**src/rtl/fetch_align_unit.sv**
```systemverilog
// Instruction fetch stage: owns the PC, aligns 16/32-bit instructions and expands RVC to 32 bits.
// Optional macro RVC_EN enables compressed-instruction support; default build is 32-bit only.
module fetch_align_unit #(
    parameter int unsigned       ADDR_W   = 6,
    parameter logic [ADDR_W-1:0] RESET_PC = '0,
    parameter logic [31:0]       NOP_INST = 32'h0000_0033
) (
    input  logic              clk,
    input  logic              rst,
    input  logic              stall,
    input  logic              redirect,
    input  logic [ADDR_W-1:0] redirect_pc,
    output logic [ADDR_W-1:0] fetch_addr,
    input  logic [31:0]       inst_word,
    output logic [31:0]       inst_out,
    output logic [ADDR_W-1:0] pc_out,
    output logic [ADDR_W-1:0] pc_link,
    output logic              inst_valid,
    output logic              is_compressed,
    output logic              illegal,
    output logic              halted
);
    typedef enum logic [1:0] {BOOT, RUN, HALT} state_t;

    state_t            state, state_next;
    logic [ADDR_W-1:0] pc, pc_next, pc_out_next, link_next;
    logic [ADDR_W-1:0] pc_step, pc_seq, redirect_target;
    logic [31:0]       inst_next, dec_inst;
    logic              valid_next, comp_next, ill_next, halted_next;
    logic              dec_comp, dec_ill, dec_halt;

`ifdef RVC_EN
    localparam logic [ADDR_W-1:0] ALIGN_MASK = ~ADDR_W'(1);

    typedef struct packed {
        logic        ill;
        logic [31:0] inst;
    } rvc_exp_t;

    function automatic rvc_exp_t expand_rvc(input logic [15:0] c);
        rvc_exp_t    r;
        logic [2:0]  rdp, rs1p;
        logic [4:0]  rd, rs2;
        logic [11:0] imm6;
        logic [9:0]  uimm_spn;
        logic [6:0]  uimm_lw;
        logic [11:1] j_off;
        logic [8:1]  b_off;
        r.ill    = 1'b0;
        r.inst   = NOP_INST;
        rdp      = c[4:2];
        rs1p     = c[9:7];
        rd       = c[11:7];
        rs2      = c[6:2];
        imm6     = {{7{c[12]}}, c[6:2]};
        uimm_spn = {c[10:7], c[12:11], c[5], c[6], 2'b00};
        uimm_lw  = {c[5], c[12:10], c[6], 2'b00};
        j_off    = {c[12], c[8], c[10:9], c[6], c[7], c[2], c[11], c[5:3]};
        b_off    = {c[12], c[6:5], c[2], c[11:10], c[4:3]};
        case (c[1:0])
            2'b00: case (c[15:13])
                3'b000: if (uimm_spn == '0) r.ill = 1'b1;
                        else r.inst = {2'b00, uimm_spn, 5'd2, 3'b000, 2'b01, rdp, 7'b0010011};
                3'b010: r.inst = {5'b0, uimm_lw, 2'b01, rs1p, 3'b010, 2'b01, rdp, 7'b0000011};
                3'b110: r.inst = {5'b0, uimm_lw[6:5], 2'b01, rdp, 2'b01, rs1p, 3'b010,
                                  uimm_lw[4:0], 7'b0100011};
                default: r.ill = 1'b1;
            endcase
            2'b01: case (c[15:13])
                3'b000: r.inst = {imm6, rd, 3'b000, rd, 7'b0010011};
                3'b010: r.inst = {imm6, 5'd0, 3'b000, rd, 7'b0010011};
                // rd==2 is c.addi16sp, which is outside the supported subset
                3'b011: if (rd == 5'd2 || imm6 == '0) r.ill = 1'b1;
                        else r.inst = {{8{c[12]}}, imm6, rd, 7'b0110111};
                3'b100: if (c[11:10] == 2'b10)
                            r.inst = {imm6, 2'b01, rs1p, 3'b111, 2'b01, rs1p, 7'b0010011};
                        else r.ill = 1'b1;
                3'b101: r.inst = {c[12], j_off[10:1], j_off[11], {8{c[12]}}, 5'd0, 7'b1101111};
                3'b110, 3'b111:
                        r.inst = {c[12], c[12], c[12], b_off[8:5], 5'd0, 2'b01, rs1p,
                                  2'b00, c[13], b_off[4:1], c[12], 7'b1100011};
                default: r.ill = 1'b1;
            endcase
            2'b10: case (c[15:13])
                3'b000: if (c[12]) r.ill = 1'b1;
                        else r.inst = {7'b0, c[6:2], rd, 3'b001, rd, 7'b0010011};
                3'b100: if (rs2 == '0) begin
                            if (rd == '0) r.ill = 1'b1;
                            else r.inst = {12'b0, rd, 3'b000, 4'b0, c[12], 7'b1100111};
                        end else begin
                            r.inst = {7'b0, rs2, (c[12] ? rd : 5'd0), 3'b000, rd, 7'b0110011};
                        end
                default: r.ill = 1'b1;
            endcase
            default: r.ill = 1'b1;
        endcase
        return r;
    endfunction

    rvc_exp_t rvc_exp;
    assign rvc_exp = expand_rvc(inst_word[15:0]);

    always_comb begin
        dec_halt = (inst_word[15:0] == 16'h0000);
        dec_comp = (inst_word[1:0] != 2'b11);
        dec_ill  = dec_comp & rvc_exp.ill;
        dec_inst = dec_comp ? rvc_exp.inst : inst_word;
    end
`else
    localparam logic [ADDR_W-1:0] ALIGN_MASK = ~ADDR_W'(3);

    always_comb begin
        dec_halt = (inst_word == 32'h0);
        dec_comp = 1'b0;
        dec_ill  = (inst_word[1:0] != 2'b11);
        dec_inst = dec_ill ? NOP_INST : inst_word;
    end
`endif

    assign fetch_addr      = pc;
    assign pc_step         = dec_comp ? ADDR_W'(2) : ADDR_W'(4);
    assign pc_seq          = pc + pc_step;
    assign redirect_target = redirect_pc & ALIGN_MASK;

    always_comb begin
        // NOTE: every signal gets its hold value first, so no path can infer a latch.
        state_next  = state;
        pc_next     = pc;
        inst_next   = inst_out;
        pc_out_next = pc_out;
        link_next   = pc_link;
        valid_next  = inst_valid;
        comp_next   = is_compressed;
        ill_next    = illegal;
        halted_next = halted;
        case (state)
            BOOT: begin
                state_next = RUN;
                if (redirect) pc_next = redirect_target;
            end
            RUN: begin
                if (redirect) begin
                    pc_next    = redirect_target;
                    valid_next = 1'b0;
                    inst_next  = NOP_INST;
                    comp_next  = 1'b0;
                    ill_next   = 1'b0;
                end else if (!stall) begin
                    if (dec_halt) begin
                        state_next  = HALT;
                        halted_next = 1'b1;
                        valid_next  = 1'b0;
                        inst_next   = NOP_INST;
                        comp_next   = 1'b0;
                        ill_next    = 1'b0;
                    end else begin
                        pc_next     = pc_seq;
                        inst_next   = dec_inst;
                        pc_out_next = pc;
                        link_next   = pc_seq;
                        valid_next  = 1'b1;
                        comp_next   = dec_comp;
                        ill_next    = dec_ill;
                    end
                end
            end
            HALT:    ;
            default: state_next = BOOT;
        endcase
    end

    always_ff @(posedge clk) begin
        // NOTE: non-blocking assignments so every register samples pre-edge values.
        if (rst) begin
            state         <= BOOT;
            pc            <= RESET_PC;
            inst_out      <= NOP_INST;
            pc_out        <= RESET_PC;
            pc_link       <= RESET_PC;
            inst_valid    <= 1'b0;
            is_compressed <= 1'b0;
            illegal       <= 1'b0;
            halted        <= 1'b0;
        end else begin
            state         <= state_next;
            pc            <= pc_next;
            inst_out      <= inst_next;
            pc_out        <= pc_out_next;
            pc_link       <= link_next;
            inst_valid    <= valid_next;
            is_compressed <= comp_next;
            illegal       <= ill_next;
            halted        <= halted_next;
        end
    end
endmodule

```
**config.mk**
```make
export PLATFORM = sky130hd
export DESIGN_NAME = fetch_align_unit
export DESIGN_NICKNAME = d
export VERILOG_FILES = /design/src/rtl/fetch_align_unit.sv
export SDC_FILE = /design/constraint.sdc
export NUM_CORES = 1
export LEC_CHECK = 0
export CAP_MARGIN = 20
export CORE_UTILIZATION = 42
export CTS_CLUSTER_SIZE = 10
export DETAILED_ROUTE_END_ITERATION = 8
export HOLD_SLACK_MARGIN = 0.03
export PLACE_DENSITY = 0.8
export SKIP_LAST_GASP = 1
export SLEW_MARGIN = 20
export SYNTH_ARGS = -nofsm -noshare
export SYNTH_HDL_FRONTEND = slang
export SYNTH_SLANG_ARGS = --single-unit
```
**constraint.sdc**
```tcl
create_clock -name clk -period 4.45 [get_ports clk]
set_input_delay 1.1125 -clock clk [delete_from_list [all_inputs] [get_ports clk]]
set_output_delay 1.1125 -clock clk [all_outputs]
set_load 0.05 [all_outputs]
```
# == Word-level counts from Yosys, hierarchy flattened ==
# Index checks and enable logic that the tools add are counted.
# word_totals
regBits,56
latchBits,0
ramBits,0
romBits,0
input_bits,42
word_cells,53
memories,0
# op_classes
addsub,1
mul,0
div,0
order_cmp,0
eq_ne,10
shifts,0
mux,21
bitwise_logic,4
reduce_logical,8
# op_table
cell,n
2-to-1 mux 32 bit,4
logical NOT 32 bit,1
2-to-1 mux 6 bit,4
AND reduction 4 bit,4
one-hot mux 6 bit (2 select lines),1
"!= test 2 bit, second input constant",5
2-to-1 mux 1 bit,8
"adder 6 x 3 -> 6 bit, second input constant",1
2-to-1 mux 2 bit,3
"!= test 3 bit, second input constant",2
one-hot mux 2 bit (3 select lines),1
NOT 1 bit,4
"== test 2 x 1 -> 1 bit, second input constant",1
"== test 2 bit, second input constant",1
logical NOT 2 bit,1
"!= test 2 x 1 -> 1 bit, second input constant",1
AND reduction 2 bit,1
nonzero test 2 bit,1

# == Longest topological paths before layout ==
# logic_depth
word_depth,5
depth_mapped,6
depth_no_buf,6

# == Worst setup path after synthesis ==
# No wires, ideal clock.
# synth_timing
path_type,input port to flip-flop
from,input port inst_word[27]
to,register illegal
arrival_ns,2.217
required_time_ns,4.333
path_slack_ns,2.117
stages,6
path_buffers,1
cell_sequence,nor4_1 -> nand4_1 -> o211ai_2 -> buf_6 -> nor2_1 -> a22o_1
# synth_between
elab_chain_cells,4
# synth_lines
element,line_no,text
"start, declared",14,"input logic [31:0] inst_word,"
logical NOT 32 bit,113,dec_halt = (inst_word == 32'h0);
2-to-1 mux 1 bit,149,if (dec_halt) begin
2-to-1 mux 1 bit,148,end else if (!stall) begin
2-to-1 mux 1 bit,142,if (redirect) begin
"end signal, assigned",192,illegal <= ill_next;
"end, declared",20,"output logic illegal,"
# Every way passes these cells. The select of a mux whose other input is x is not followed.
# A chain may end at the register's enable or synchronous reset.

# == Final worst setup path ==
# layout_timing
from,input port redirect
to,register inst_out[20]
# layout_between
elab_chain_cells,2
# layout_lines
element,line_no,text
"start, declared",11,"input logic redirect,"
!= test 2 x 1 -> 1 bit (no line),n/a,
AND reduction 2 bit (no line),n/a,
"end signal, assigned",187,inst_out <= inst_next;
"end, declared",15,"output logic [31:0] inst_out,"
# Parallel ways exist; a longest one is shown, timed or not.

==> impl_metrics.csv <==
group,metric,value,unit
run_status,status,"completed",
global_routing,first_global_vias,1512,
layout,drive_gt1_share,6.79,%
die,fp.dieH,68.9,µm
die,die_w,68.9,µm
sta,setup_ws,1460,ps
worst_setup_path,end_kind,"flip-flop",
sta,max_slew_margin,54.3,%
clock_network,htree_levels,2,
global_routing,grt_pass1_wl,7200,µm
route,wl,4590,µm
sta,fin_worst_skew,5.39,ps
sta,setup_tns,0,ps
yosys,ys_seq_elements,49,
global_routing,grtUsageMet1,25.6,%
yosys,synth_area_leaders,"dfxtp_1, a22o_1, mux2i_1",
route,via_per_inst,5.28,
clock_network,cts_buffer_depth,2,
clock_network,clk_pin_slew,80,ps
yosys,synth_top_area_cell,"dfxtp_1",
worst_setup_path,cpMaxStageDelayCell,"nor3_2",
route,drtPass1Iterations,4,
route,vias,1663,
sta,maxSlewViolCount,0,
yosys,yosysSeqAreaShare,52.2,%
yosys,synthArstFlopShare,0,%
clock_network,cts_made_buffers,5,
yosys,synthFlopType,"dfxtp_1",
power_and_ir_drop,ir_worst_vdd,0.145,mV
layout,antenna_cells,0,
layout,fill_cells,320,
power_and_ir_drop,power_leakage,1.14,nW
global_routing,grt_max_degree,31,
clock_network,cts-root-buf,"clkbuf_8",
die,boundaryPins,96,
yosys,ys_types,35,
route,antenna_left,0,
yosys,synth_commonest_cells,"dfxtp_1, a22o_1, nor2_1",
worst_setup_path,worstSetupPathType,"in2reg",
yosys,syn_avg_cell_area,10.6,µm²
route,wl_per_cell,14.6,µm
global_routing,met2_usage,32.8,%
worst_setup_path,worstSetupStartpointType,"primary input",
layout,nets,307,
worst_hold_path,worstHoldStart,"inst_out[1]$_SDFFE_PP1P_",
clock_network,clock_latency,300,ps
worst_setup_path,reg2reg_from,"state[1]$_SDFFE_PP0P_",
sta,fmax,335,MHz
worst_hold_path,hold_path.class,"reg2reg",
sta,rsz0062_at_grt,"false",
worst_setup_path,crit_fanout,20,
die,fp.coreArea,4140,µm²
worst_setup_path,startpoint,"redirect",
route,drt_first_iter_violations,86,
route,drc,0,
placement,place.gp.congestion,0.771,
sta,setup_viol,0,
worst_setup_path,max_stage_delay,590,ps
yosys,syn_inst,178,
placement,dp_slack,1170,ps
layout,syn2layout_area_growth,51.8,%
clock_network,holdBufCountCts,0,
global_routing,grt_util_met3,5.26,%
global_routing,overflow,0,
yosys,yosysMostFrequentCell,"dfxtp_1",
power_and_ir_drop,pwr_density_cell,307,nW/µm²
sta,period_needed,2990,ps
yosys,synth_top_area_share,52.2,%
clock_network,cts_tree,"yes",
job,cap_violations,0,
worst_setup_path,worstPathRequired,4700,ps
clock_network,cts_resized,0,
worst_setup_path,crit_arrival,3230,ps
clock_network,cts.sinks,49,
die,initial_core_util,45.4,%
global_routing,grt_usage,20.6,%
die,die_area,4750,µm²
placement,io_buffers,86,
sta,hold_violations,0,
yosys,synth_edf_count,0,
sta,worst_pin_slew,682,ps
global_routing,antenna_found_initial,0,
yosys,yosysWarnings,0,
worst_setup_path,cp_cell_sequence,"clkdlybuf4s50_1 > nor2_1 > o211ai_2 > nor3_2 > buf_4 > a22o_1",
placement,hpwl,3440,µm
yosys,synth.cell_area,1880,µm²
clock_network,post-cts-setup-buffers,0,
global_routing,busiest_layer,"met2",
die,rows,23,
sta,min_period_over_period,67.1,%
==> cell type report <==
class / count / area (µm²) / share of cell area [%]
inverters: 5 / 18.8 / 0.658
well taps: 50 / 62.6 / 2.19
multi-input cells: 113 / 798 / 28.0
flip-flops and latches: 49 / 981 / 34.4
repair buffers: 90 / 891 / 31.2
clock buffers: 7 / 96.3 / 3.38
clock inverters: 1 / 5.00 / 0.175
==> metal layers <==
metal	up-vias	share of wire [%]	wire length [µm]
met5	-	0	0
met4	0	2.5	116
met3	11	9.6	439
li1	810	-	-
met1	765	43	1960
met2	77	45	2070
==> kinds of logic (layout without fill, tap and decap cells) <==
logic type	count (synthesis)	count (layout)	synth area share, %
flip-flops	49	49	52.2
AO/OA/AOI/OAI	48	48	21.0
buffers and inverters	22	103	6.52
multiplexers	10	10	5.33
adder cells (fa/ha/maj)	1	1	0.666
AND/OR/NAND/NOR	45	45	13.2
other	1	7	0.200
XOR/XNOR	2	2	0.932
==> state kept, by name, indices dropped and copies added (netlist names) <==
name and count:
pc_out 4, halted 1, illegal 1, fetch_addr 4, inst_valid 1, state 2
pc_link 4, inst_out 32
==> cell usage in the layout (no fill, tap or decap), drive strengths merged, types with 3 or more instances in the layout <==
cell type      Yosys  final
nand2              4      4
dfxtp             49     49
o211ai             3      3
nand2b             6      6
a21oi              7      7
clkbuf             4      7
nor3               3      3
nor4               8      8
a22o              29     29
buf               13      4
nor2              14     14
clkdlybuf4s50      0     86
conb               1      7
inv                5      5
mux2i             10     10
==> path summary, 6_finish.rpt <==
| check | slack (ps) | cells after the start | end |
|---|---|---|---|
| worst min register to register | 450 | 1 | inst_out[1]$_SDFFE_PP1P_ |
| worst max-delay path | 1460 | 6 | inst_out[20]$_SDFFE_PP0P_ |
| worst min-delay path | 450 | 1 | inst_out[1]$_SDFFE_PP1P_ |
| worst max register to register | 2420 | 5 | inst_out[20]$_SDFFE_PP0P_ |
==> metrics by stage <==
| step | power (mW) | cell area (µm²) | instances | utilization [%] | hold slack, ps |
|---|---|---|---|---|---|
| CTS | 0.887 | 2850 | 315 | 68.8 | 453 |
| floorplan | 0.546 | 1900 | 184 | - | 488 |
| global route | 0.913 | 2850 | 315 | 68.8 | 474 |
| detailed placement | 0.606 | 2750 | 307 | 66.4 | 427 |
| finish | 0.877 | 2850 | 315 | 68.8 | 450 |
| global placement | 0.604 | 2750 | 307 | 66.4 | 424 |
==> power breakdown <==
part           switching, mW  total, mW  leakage (nW)  internal, mW
Sequential           0.00808      0.455         0.397         0.447
Clock                  0.141      0.282        0.0542         0.141
Combinational         0.0795      0.140         0.686        0.0609
Total                  0.229      0.877          1.14         0.648
==> critical path: cells and delay by family <==
| kind | cells | cell delay (ps) |
|---|---|---|
| buffers and inverters | 2 | 880 |
| and+or+nand+nor | 2 | 910 |
| AOI/OAI and AO/OA | 2 | 330 |
Power figures use the tool's default switching activity.
